`src/rtl/poly_cal_pkg.sv`:
```
// poly_cal_pkg
// Shared types and saturating arithmetic for the polynomial calibration
// datapath. Arithmetic helpers work on a 64-bit signed intermediate so one
// set of functions serves any datapath width up to 32 bits; the width and
// fraction count are passed in as arguments.
package poly_cal_pkg;

  typedef enum logic [2:0] {
    IDLE,
    FETCH,
    MULT,
    ADD,
    DONE
  } state_t;

  typedef enum logic {
    OP_MULT = 1'b0,
    OP_ADD  = 1'b1
  } alu_op_t;

  localparam int CALC_W = 64;

  typedef logic signed [CALC_W-1:0] calc_t;

  typedef struct packed {
    logic [CALC_W-1:0] y;
    logic              sat;
  } sat_res_t;

  // Largest positive value of a w-bit two's complement operand.
  function automatic calc_t sat_max(input int w);
    return (calc_t'(1) <<< (w - 1)) - calc_t'(1);
  endfunction

  // Most negative value of a w-bit two's complement operand.
  function automatic calc_t sat_min(input int w);
    return -(calc_t'(1) <<< (w - 1));
  endfunction

  function automatic sat_res_t clamp(input calc_t v, input int w);
    sat_res_t r;
    r.y   = v;
    r.sat = 1'b0;
    if (v > sat_max(w)) begin
      r.y   = sat_max(w);
      r.sat = 1'b1;
    end else if (v < sat_min(w)) begin
      r.y   = sat_min(w);
      r.sat = 1'b1;
    end
    return r;
  endfunction

  // Operands must already be sign-extended to CALC_W.
  function automatic sat_res_t sat_add(input calc_t a, input calc_t b, input int w);
    return clamp(a + b, w);
  endfunction

  // Full-precision product, then drop the fraction bits (arithmetic shift,
  // i.e. rounds toward minus infinity) before clamping.
  function automatic sat_res_t sat_mult(input calc_t a, input calc_t b, input int w,
                                        input int frac);
    calc_t p;
    p = a * b;
    return clamp(p >>> frac, w);
  endfunction

endpackage

```
`src/rtl/sat_alu_p.sv`:
```
// sat_alu_p
// Combinational saturating ALU shared by the MULT and ADD steps.
// Ports:
//   a, b  in  WIDTH  signed operands (a = working value, b = X or C)
//   op    in  1      0 = fixed-point multiply (Q.FRAC), 1 = add
//   y     out WIDTH  clamped result
//   sat   out 1      the clamp fired for this operation
module sat_alu_p
  import poly_cal_pkg::*;
#(
  parameter int WIDTH = 16,
  parameter int FRAC  = 12
) (
  input  logic [WIDTH-1:0] a,
  input  logic [WIDTH-1:0] b,
  input  logic             op,
  output logic [WIDTH-1:0] y,
  output logic             sat
);

  calc_t    a_ext;
  calc_t    b_ext;
  sat_res_t res;

  always_comb begin
    a_ext = calc_t'($signed(a));
    b_ext = calc_t'($signed(b));
    if (alu_op_t'(op) == OP_ADD) begin
      res = sat_add(a_ext, b_ext, WIDTH);
    end else begin
      res = sat_mult(a_ext, b_ext, WIDTH, FRAC);
    end
  end

  // The clamp guarantees the upper bits are pure sign extension.
  assign y   = WIDTH'(res.y);
  assign sat = res.sat;

endmodule

```
`src/rtl/poly_cal_datapath.sv`:
```
// poly_cal_datapath
// Evaluates a signed fixed-point calibration polynomial on one A2D sample by
// Horner's rule: p = c[ORDER]; p = sat(sat(p*x) + c[k]) for k = ORDER-1..0.
// Coefficients are fetched one at a time over a req/vld handshake.
// Ports:
//   clk, rst_n   clock, asynchronous active-low reset
//   start        begin evaluation (only honoured in IDLE)
//   a2d          sample x, captured on an accepted start
//   coeff_req    coefficient read request (high for the whole FETCH)
//   coeff_addr   address of the requested coefficient
//   coeff_vld    acknowledge for the current request
//   coeff        coefficient data, taken when coeff_vld and coeff_req
//   busy         evaluation in progress (FETCH/MULT/ADD)
//   done         one-cycle pulse, dst valid
//   dst          result register, holds until the next done
//   sat_flag     sticky: some clamp fired during the current run
module poly_cal_datapath
  import poly_cal_pkg::*;
#(
  parameter int WIDTH = 16,
  parameter int FRAC  = 12,
  parameter int ORDER = 2,
  parameter int AW    = 4
) (
  input  logic             clk,
  input  logic             rst_n,
  input  logic             start,
  input  logic [WIDTH-1:0] a2d,
  output logic             coeff_req,
  output logic [AW-1:0]    coeff_addr,
  input  logic             coeff_vld,
  input  logic [WIDTH-1:0] coeff,
  output logic             busy,
  output logic             done,
  output logic [WIDTH-1:0] dst,
  output logic             sat_flag
);

  state_t           state_q, state_d;
  logic [AW-1:0]    addr_q, addr_d;
  logic [WIDTH-1:0] x_q, x_d;
  logic [WIDTH-1:0] c_q, c_d;
  logic [WIDTH-1:0] temp_q, temp_d;
  logic [WIDTH-1:0] dst_q, dst_d;
  logic             sat_q, sat_d;

  logic             alu_op;
  logic [WIDTH-1:0] alu_b;
  logic [WIDTH-1:0] alu_y;
  logic             alu_sat;

  // One ALU serves both steps: ADD combines with C, MULT scales by X.
  assign alu_op = (state_q == ADD);
  assign alu_b  = alu_op ? c_q : x_q;

  sat_alu_p #(
    .WIDTH(WIDTH),
    .FRAC (FRAC)
  ) u_alu (
    .a  (temp_q),
    .b  (alu_b),
    .op (alu_op),
    .y  (alu_y),
    .sat(alu_sat)
  );

  // State register.
  // NOTE: clocked state uses non-blocking (<=) so every flop samples the
  // pre-edge values; blocking here would create order-dependent races.
  always_ff @(posedge clk or negedge rst_n) begin
    if (!rst_n) state_q <= IDLE;
    else        state_q <= state_d;
  end

  // Next-state logic.
  // NOTE: the default assignment first means every path assigns state_d,
  // so no latch is inferred for the paths that do not change state.
  always_comb begin
    state_d = state_q;
    unique case (state_q)
      IDLE:    if (start) state_d = FETCH;
      // The highest coefficient only seeds Temp, so it is followed straight
      // by the next fetch rather than by a multiply.
      FETCH:   if (coeff_vld && addr_q != AW'(ORDER)) state_d = MULT;
      MULT:    state_d = ADD;
      ADD:     state_d = (addr_q == '0) ? DONE : FETCH;
      DONE:    state_d = IDLE;
      default: state_d = IDLE;
    endcase
  end

  // Outputs decoded from the current state.
  always_comb begin
    coeff_req = (state_q == FETCH);
    busy      = (state_q == FETCH) || (state_q == MULT) || (state_q == ADD);
    done      = (state_q == DONE);
  end

  assign coeff_addr = addr_q;
  assign dst        = dst_q;
  assign sat_flag   = sat_q;

  // Datapath register updates.
  always_comb begin
    addr_d = addr_q;
    x_d    = x_q;
    c_d    = c_q;
    temp_d = temp_q;
    dst_d  = dst_q;
    sat_d  = sat_q;
    unique case (state_q)
      IDLE: begin
        if (start) begin
          addr_d = AW'(ORDER);
          x_d    = a2d;
          sat_d  = 1'b0;
        end
      end
      FETCH: begin
        if (coeff_vld) begin
          c_d = coeff;
          if (addr_q == AW'(ORDER)) begin
            temp_d = coeff;
            addr_d = addr_q - AW'(1);
          end
        end
      end
      MULT: begin
        temp_d = alu_y;
        sat_d  = sat_q | alu_sat;
      end
      ADD: begin
        temp_d = alu_y;
        sat_d  = sat_q | alu_sat;
        // dst is loaded with the final sum so it is already valid while
        // done is high.
        if (addr_q == '0) dst_d = alu_y;
        else              addr_d = addr_q - AW'(1);
      end
      default: ;
    endcase
  end

  always_ff @(posedge clk or negedge rst_n) begin
    if (!rst_n) begin
      addr_q <= '0;
      x_q    <= '0;
      c_q    <= '0;
      temp_q <= '0;
      dst_q  <= '0;
      sat_q  <= 1'b0;
    end else begin
      addr_q <= addr_d;
      x_q    <= x_d;
      c_q    <= c_d;
      temp_q <= temp_d;
      dst_q  <= dst_d;
      sat_q  <= sat_d;
    end
  end

endmodule

```
`config.mk`:
```
export PLATFORM = sky130hd
export DESIGN_NAME = poly_cal_datapath
export DESIGN_NICKNAME = d
export VERILOG_FILES = /design/src/rtl/poly_cal_pkg.sv /design/src/rtl/sat_alu_p.sv /design/src/rtl/poly_cal_datapath.sv
export SDC_FILE = /design/constraint.sdc
export NUM_CORES = 1
export LEC_CHECK = 0
export ABC_AREA = 1
export BUFFER_PORTS_ARGS = -buffer_cell sky130_fd_sc_hd__clkbuf_2
export CORE_MARGIN = 2
export CORE_UTILIZATION = 50
export CTS_BUF_LIST = sky130_fd_sc_hd__clkbuf_8 sky130_fd_sc_hd__clkbuf_16
export DETAILED_ROUTE_END_ITERATION = 16
export GPL_ROUTABILITY_DRIVEN = 0
export GPL_TIMING_DRIVEN = 1
export PLACE_DENSITY = 0.67
export SLEW_MARGIN = 5
export SYNTH_ARGS = -nofsm -noshare
export SYNTH_HDL_FRONTEND = slang
export SYNTH_SLANG_ARGS = --single-unit
```
`constraint.sdc`:
```
create_clock -name clk -period 10.04 [get_ports clk]
set_clock_uncertainty 0.05 [all_clocks]
set_input_delay 1.506 -clock clk [delete_from_list [all_inputs] [get_ports clk]]
set_output_delay 1.506 -clock clk [all_outputs]
set_load 0.03 [all_outputs]
```
# Word-level counts from Yosys, hierarchy flattened
# Index checks and enable logic that the tools add are counted.
word_totals:
  register_bits: 72
  elab_cells: 62
  out_inout_bits: 24
  inputBits: 36
op_classes:
  muxes: 20
  n_eq_ne: 11
  magnitude_cmp: 4
  bitwise: 1
  reduce_logical: 16
  n_mul: 1
  n_addsub: 2
op_table:
  columns: ["operator", "count"]
  rows:
  - ["$mux 17", 5]
  - ["$mux 16", 3]
  - ["$mul 16x16->32", 1]
  - ["$pmux 16 s2", 1]
  - ["$gt 20x16->1 const B", 1]
  - ["$lt 20x16->1 const B", 1]
  - ["$add 16x16->17", 1]
  - ["$gt 17x16->1 const B", 1]
  - ["$lt 17x16->1 const B", 1]
  - ["$mux 4", 4]
  - ["$pmux 3 s4", 1]
  - ["$pmux 4 s3", 1]
  - ["$reduce_and 2->1", 5]
  - ["$mux 3", 3]
  - ["$eq 3x2->1 const B", 2]
  - ["$ne 2x1->1 const B", 3]
  - ["$reduce_and 5->1", 1]
  - ["$eq 4x2->1 const B", 1]
  - ["$logic_not 4->1", 1]
  - ["$ne 2x2->1 const B", 2]
  - ["$ne 4x2->1 const B", 1]
  - ["$reduce_bool 2->1", 2]
  - ["$sub 4x1->4 const B", 1]
  - ["$eq 3x1->1 const B", 1]
  - ["other kinds (10)", 11]

# Longest topological paths before layout
# Gate-level depths: netlist of the first run.
depth:
  ltp_word: 9
  depth_mapped: 42
  ltp_nobuf: 38

# Modules after synthesis
# A second synthesis of the first run with hierarchy kept.
hier_totals:
  cells_unflattened: 2007
  area_unflattened_um2: 15010.6
by_module_without_submodules:
  columns: ["module", "instances", "seq_area_each_um2", "cells_per_inst", "area_per_inst_um2"]
  rows:
  - ["sat_alu_p", 1, 0.0, 1596, 11642.4]
  - ["poly_cal_datapath", 1, 1801.7, 411, 3368.2]

# Worst setup path before layout of the first run
# Ideal clock, no wire load.
synth_path:
  kind: "reg2reg"
  from: "register state_q[2]"
  to: "register temp_q[5]"
  path_buffers: 4
  path_stages_with_launch: 40
  setup_slack_ns: 2.871
  t_arrival_ns: 6.989
  setup_ns: 0.130
  required_ns: 9.860
  synth_period_minus_slack_ns: 7.169
  path_cell_list: "dfrtp_1 > inv_2 > nand3_2 > buf_6 > inv_4 > clkbuf_1 > o21ai_0 > inv_1 > clkbuf_1 > ha_1 > inv_1 > fa_1 > inv_1 > fa_1 > inv_1 > fa_1 > inv_1 > fa_1 > [... 4 more ...] > ha_1 > nand2_1 > inv_1 > a21boi_0 > o21ai_0 > a21oi_1 > nand2_1 > nand2_1 > nand2_1 > nor2_1 > nand2_1 > o21ai_4 > buf_6 > nand2_1 > nand2_1 > nand3_1 > nand2_1 > o21ai_1"
synth_between:
  elab_chain_len: 8
  elab_cells_between_ends: 21
  classes_between: "1 x add/sub; 1 x mul; 4 x order compare; 5 x eq/ne; 7 x mux; 3 x reduce/logical"
synth_lines:
  columns: ["element", "line_no", "source"]
  rows:
  - ["from (decl)", "poly_cal_datapath.sv:39", "state_t state_q, state_d;"]
  - ["from (signal assigned)", "poly_cal_datapath.sv:72", "else state_q <= state_d;"]
  - ["$eq 3x2->1", "poly_cal_datapath.sv:53, poly_cal_datapath.sv:111", null]
  - ["$mux 16", "poly_cal_datapath.sv:54", "assign alu_b = alu_op ? c_q : x_q;"]
  - ["$mul 16x16->32 / $add 16x16->17 (equally long branches)", "poly_cal_pkg.sv:64, poly_cal_pkg.sv:56", null]
  - ["$lt 20x16->1 / $lt 17x16->1 (equally long branches)", "poly_cal_pkg.sv:47", "end else if (v < sat_min(w)) begin"]
  - ["$mux 17", "poly_cal_pkg.sv:47", null]
  - ["$mux 17", "poly_cal_pkg.sv:44", "if (v > sat_max(w)) begin"]
  - ["$mux 17", "sat_alu_p.sv:28", "if (alu_op_t'(op) == OP_ADD) begin"]
  - ["$pmux 16 s2", "poly_cal_datapath.sv:111", "unique case (state_q)"]
  - ["to (signal assigned)", "poly_cal_datapath.sv:156", "temp_q <= temp_d;"]
  - ["to (decl)", "poly_cal_datapath.sv:43", "logic [WIDTH-1:0] temp_q, temp_d;"]
# Several ways; a longest one is shown, not always the timed one.
# A chain may end at the register's enable or synchronous reset.

# Worst setup path in the final report of the first run
layout_path:
  from: "register state_q[2]"
  to: "register temp_q[13]"
# The elaborated chain is that of the path after synthesis.

==> run_results.csv, run 1 <==
group,metric,value,unit
worst_hold_path,holdCritPathClass,"reg2reg",
cells_and_area,areaGrowthSynthToFinish,6.64,%
synth,synthMostInstantiatedCell,"sky130_fd_sc_hd__inv_1",
synth,fraction_of_the_yosys_area_taken_by_sequential_cells,12.7,%
routing,routed-via-count,11800,
clocking,clk_path_buf_depth,2,
routing,first_pass_iters,5,
routing,route.detailed.wl_per_inst,18.7,um
synth,syn-num-nets,2170,
worst_setup_path,worst-endpoint-arrival,9.16,ns
grt,grt_util_all_layers,29.5,%
place,dp.final_hpwl,33.5,mm
synth,netlist.area_leader.share,37.1,%
synth,commonest_register_cell_after_synthesis,"sky130_fd_sc_hd__dfrtp_1",
sta,slew-limit-headroom,37.2,%
synth,synth_warnings,0,
clocking,cts_resized,0,
routing,avgViaCountPerCell,5.41,
place,place_inst,2172,
synth,synth_seq_cells,72,
synth,synthCells,1774,
grt,first_global_vias,12400,
worst_setup_path,critPathRequiredTime,10.24,ns
clocking,post_cts.repair.setup_buffers,0,
sta,final_hold_violations,0,
clocking,cts-htree-levels,3,
cells_and_area,antenna_cells_inserted,0,
clocking,clk_transition_reported_paths,0.06,ns
floorplan,start_util,50.9,%
synth,synth_async_sr_flop_share,100,%
clocking,number_of_hold_repair_buffers_added_at_the_cts_stage,0,
synth,syn_area,14100,um2
synth,post_synth_edffs,0,
clocking,tritoncts,"yes",
grt,grt_first_pass_wirelength,66.0,mm
grt,globalRouteOverflowTotal,0,
job,maxCapViolCount,0,
routing,finalWirelength,40.9,mm
floorplan,row_count,61,
floorplan,fp.coreArea,27800,um2
sta,layout_worst_path_cycle_share,89.3,%
run_status,status,"finished, final reports clean",
clocking,clock-root-buffer,"sky130_fd_sc_hd__clkbuf_16",
grt,largest_net_degree_at_the_start_of_global_routing,73,
routing,dr.first_iter.drc_count,1114,
sta,worst-slew-pin-transition,0.941,ns
worst_setup_path,worstPathMaxFanout,33,
sta,slew_viol_final,0,
floorplan,fp.dieArea,29600,um2
sta,rsz0062_at_grt,"false",
clocking,cts_buffers,9,
cells_and_area,final-instance-count-excl-fill,2187,
place,io_buffer_count,59,
synth,synth_top_cells_by_area,"sky130_fd_sc_hd__fa_1 (37%), sky130_fd_sc_hd__dfrtp_1 (13%), sky130_fd_sc_hd__inv_1 (11%), sky130_fd_sc_hd__nand2_1 (9.4%), sky130_fd_sc_hd__ha_1 (8.7%)",
cells_and_area,final_net_count,2201,
worst_setup_path,critical-path-top-cell-by-count,"sky130_fd_sc_hd__nand2_1",
worst_setup_path,critPathSlowestCell,"sky130_fd_sc_hd__fa_1",
cells_and_area,layout-drive-gt1-share,6.74,%
sta,max_freq,112,MHz
clocking,tritoncts_num_sinks,72,
synth,post_synth.cell_area_avg,7.97,um2
worst_setup_path,worstSetupPathType,"reg2reg",
worst_setup_path,timing.critical_path.from_type,"flip-flop",
sta,fin_tns_setup,0,ns
floorplan,die_extent_in_y,172,um
synth,ys_types,49,
worst_setup_path,slowest_delay,0.74,ns
worst_setup_path,end_kind,"flip-flop",
grt,grt_antenna_before_repair,0,
clocking,clk-insertion-delay-late,0.33,ns
floorplan,die_w,172,um
synth,post_synth_top_cells,"sky130_fd_sc_hd__inv_1 (419), sky130_fd_sc_hd__nand2_1 (355), sky130_fd_sc_hd__fa_1 (262), sky130_fd_sc_hd__nor2_1 (184), sky130_fd_sc_hd__ha_1 (98)",
cells_and_area,num-fill-cells,2677,
routing,remaining_drc_errors,0,
routing,postRouteAntennaNets,0,
floorplan,io_pins,60,
sta,fin_crit,8.96,ns
synth,post-synth-top-area-cell,"sky130_fd_sc_hd__fa_1",
sta,setup-violations-final,0,
-- path summary, 6_finish.rpt --
path                            start             to  slack, ns  cells after the start
min reg2reg                    x_q[0]         x_q[0]       0.43                      2
max                        state_q[2]     temp_q[13]       1.08                     36
min in group asynchronous       rst_n  coeff_addr[0]       1.26                      1
max in group asynchronous       rst_n      temp_q[2]       8.06                      1
max reg2reg                state_q[2]     temp_q[13]       1.08                     36
min                            x_q[0]         x_q[0]       0.43                      2
-- cells by family (layout without fill, tap and decap cells) --
kind of cell	Yosys count	after routing	synth area share, %
AO/OA/AOI/OAI	200	200	8.08
XOR/XNOR	38	38	2.41
adder cells (fa/ha/maj)	360	360	45.8
buffers and inverters	479	514	13.0
flip-flops	72	72	12.7
multiplexers	6	6	0.478
AND/OR/NAND/NOR	619	619	17.5
-- area by class of cell --
class	instances	area (um2)	area share (%)
clock buffer	9	225	1.49
multi-input combinational	1223	10500	69.7
timing repair buffer	71	388	2.57
inverter	428	1610	10.7
sequential	72	1800	11.9
tap	378	473	3.14
clock inverter	6	78.8	0.523
-- layer usage --
metal,routed length (um),vias to the layer above,part of all wire (%),global-route usage (%)
li1,-,5329,-,-
met1,16700,5845,41,40.5
met2,19200,541,47,48.5
met3,3200,124,7.8,3.64
met4,1760,0,4.3,10.7
met5,0,-,0,0
-- per-stage QoR --
step / hold WS, ns / setup WS [ns] / cell area [um2] / util [%]
2_1_floorplan: 0.387 / 2.87 / 14100 / -
3_3_place_gp: 0.409 / 1.30 / 14800 / 53.2
3_5_place_dp: 0.415 / 1.16 / 14800 / 53.2
4_1_cts: 0.427 / 1.12 / 15100 / 54.3
5_1_grt: 0.448 / 0.278 / 15100 / 54.3
6_report: 0.429 / 1.08 / 15100 / 54.3
-- state kept, by name, indices dropped and copies added (netlist names) --
register,flops
temp_q,16
dst,16
sat_flag,1
c_q,16
x_q,16
state_q,3
coeff_addr,4
-- worst max-delay path, delay by kind of cell (launching register included) --
kind                     cells  cell delay (ns)
flip-flops                   1             0.44
buffers and inverters        9             1.68
adder cells (fa/ha/maj)      7             3.76
AND/OR/NAND/NOR             18             2.59
AO/OA/AOI/OAI                2             0.35
-- placed cells by master, fill, tap and decap left out, types with 33 or more instances in the layout --
cell type	count
sky130_fd_sc_hd__dfrtp_1	72
sky130_fd_sc_hd__ha_1	98
sky130_fd_sc_hd__fa_1	262
sky130_fd_sc_hd__inv_1	422
sky130_fd_sc_hd__clkbuf_2	58
sky130_fd_sc_hd__o21ai_0	67
sky130_fd_sc_hd__nand3_1	33
sky130_fd_sc_hd__nand2_1	355
sky130_fd_sc_hd__a21oi_1	71
sky130_fd_sc_hd__nor2_1	184
Power of run 1 is not shown: default switching activity piles up to over one toggle a cycle in this logic, so the estimate is an artifact.
==> run 2: changes to the inputs <==
- RECOVER_POWER: default -> 25
==> run_results.csv, run 2 (synthesis gave the netlist of run 1 again) <==
group,metric,value,unit
worst_setup_path,worstSetupPathType,"reg2reg",
worst_setup_path,critPathRequiredTime,10.24,ns
clocking,clk_path_buf_depth,2,
floorplan,row_count,61,
floorplan,io_pins,60,
worst_hold_path,holdCritPathClass,"reg2reg",
routing,route.detailed.wl_per_inst,18.7,um
cells_and_area,areaGrowthSynthToFinish,6.58,%
worst_setup_path,slowest_delay,0.74,ns
run_status,violations_in_the_final_reports,"capacitance limit, slew limit",
grt,globalRouteOverflowTotal,0,
floorplan,start_util,50.9,%
sta,rsz0062_at_grt,"false",
worst_setup_path,end_kind,"flip-flop",
cells_and_area,final-instance-count-excl-fill,2187,
routing,postRouteAntennaNets,0,
grt,grt_antenna_before_repair,0,
clocking,clk-insertion-delay-late,0.33,ns
place,place_inst,2172,
routing,finalWirelength,40.8,mm
sta,layout_worst_path_cycle_share,89.2,%
clocking,post_cts.repair.setup_buffers,0,
job,maxCapViolCount,1,
sta,slew-limit-headroom,-161,%
place,dp.final_hpwl,33.5,mm
clocking,clk_transition_reported_paths,0.06,ns
sta,worst-slew-pin-transition,3.92,ns
grt,grt_first_pass_wirelength,66.0,mm
run_status,status,"complete, but fails checks",
floorplan,die_w,172,um
cells_and_area,mostFrequentLayoutCells,"sky130_fd_sc_hd__inv_1 (422), sky130_fd_sc_hd__nand2_1 (355), sky130_fd_sc_hd__fa_1 (262)",
floorplan,die_extent_in_y,172,um
clocking,clock-root-buffer,"sky130_fd_sc_hd__clkbuf_16",
floorplan,fp.dieArea,29600,um2
sta,fin_crit,8.96,ns
sta,slew_viol_final,73,
worst_setup_path,critPathSlowestCell,"sky130_fd_sc_hd__fa_1",
floorplan,fp.coreArea,27800,um2
cells_and_area,layout-drive-gt1-share,6.63,%
routing,routed-via-count,11800,
cells_and_area,final_net_count,2201,
routing,first_pass_iters,5,
worst_setup_path,timing.critical_path.from_type,"flip-flop",
cells_and_area,layout_commonest_cell,"sky130_fd_sc_hd__inv_1",
grt,first_global_vias,12400,
worst_setup_path,worst-endpoint-arrival,9.16,ns
sta,fin_tns_setup,0,ns
routing,remaining_drc_errors,0,
clocking,number_of_hold_repair_buffers_added_at_the_cts_stage,0,
place,io_buffer_count,59,
clocking,cts_buffers,9,
routing,dr.first_iter.drc_count,1114,
cells_and_area,antenna_cells_inserted,0,
clocking,cts_resized,0,
worst_setup_path,worstPathMaxFanout,33,
worst_setup_path,critical-path-top-cell-by-count,"sky130_fd_sc_hd__nand2_1",
grt,largest_net_degree_at_the_start_of_global_routing,73,
sta,final_hold_violations,0,
sta,max_freq,112,MHz
clocking,tritoncts_num_sinks,72,
sta,setup-violations-final,0,
grt,grt_util_all_layers,29.5,%
clocking,cts-htree-levels,3,
routing,avgViaCountPerCell,5.42,
clocking,tritoncts,"yes",
cells_and_area,num-fill-cells,2681,
-- run 2: cell count changes in the layout (fill, tap and decap cells not counted) --
| cell | previous run | this run |
|---|---|---|
| sky130_fd_sc_hd__buf_4 | 13 | 11 |
| sky130_fd_sc_hd__clkbuf_1 | 0 | 2 |
-- run 2: final cells by class --
cell class	instances	area (um2)	area share, %
Clock buffer	9	225	1.49
Timing Repair Buffer	71	380	2.52
Multi-Input combinational cell	1223	10500	69.7
Tap cell	378	473	3.14
Inverter	428	1610	10.7
Clock inverter	6	78.8	0.523
Sequential cell	72	1800	12.0
-- run 2: metrics by stage --
| step | setup slack [ns] | cell area (um2) | utilization, % | hold WS [ns] |
|---|---|---|---|---|
| 2_1_floorplan | 2.87 | 14100 | - | 0.387 |
| 3_3_place_gp | 1.30 | 14800 | 53.2 | 0.409 |
| 3_5_place_dp | 1.16 | 14800 | 53.2 | 0.415 |
| 4_1_cts | 1.12 | 15100 | 54.3 | 0.427 |
| 5_1_grt | 0.278 | 15100 | 54.2 | 0.448 |
| 6_report | 1.08 | 15100 | 54.2 | 0.429 |
-- run 2: final timing paths --
path	cells past startpoint	slack, ns	start	end
setup / recovery	36	1.08	state_q[2]	temp_q[13]
hold / removal	2	0.43	x_q[0]	x_q[0]
setup reg to reg	36	1.08	state_q[2]	temp_q[13]
hold reg to reg	2	0.43	x_q[0]	x_q[0]
max in group asynchronous	1	5.24	rst_n	c_q[4]
min in group asynchronous	1	2.47	rst_n	x_q[11]
-- run 2: critical path: cells and delay by family (launching register included) --
kind                       cells  cell delay [ns]
AOI/OAI and AO/OA              2             0.35
adders and majority gates      7             3.76
buffers and inverters          9             1.68
DFF                            1             0.44
and+or+nand+nor               18             2.59
-- run 2: routing by layer --
layer	wire length [um]	up-vias	track usage [%]
li1	-	5329	-
met1	16700	5842	40.5
met2	19200	555	48.5
met3	3210	123	3.64
met4	1740	0	10.7
met5	0	-	0
Power of run 2 is left out for the same reason.
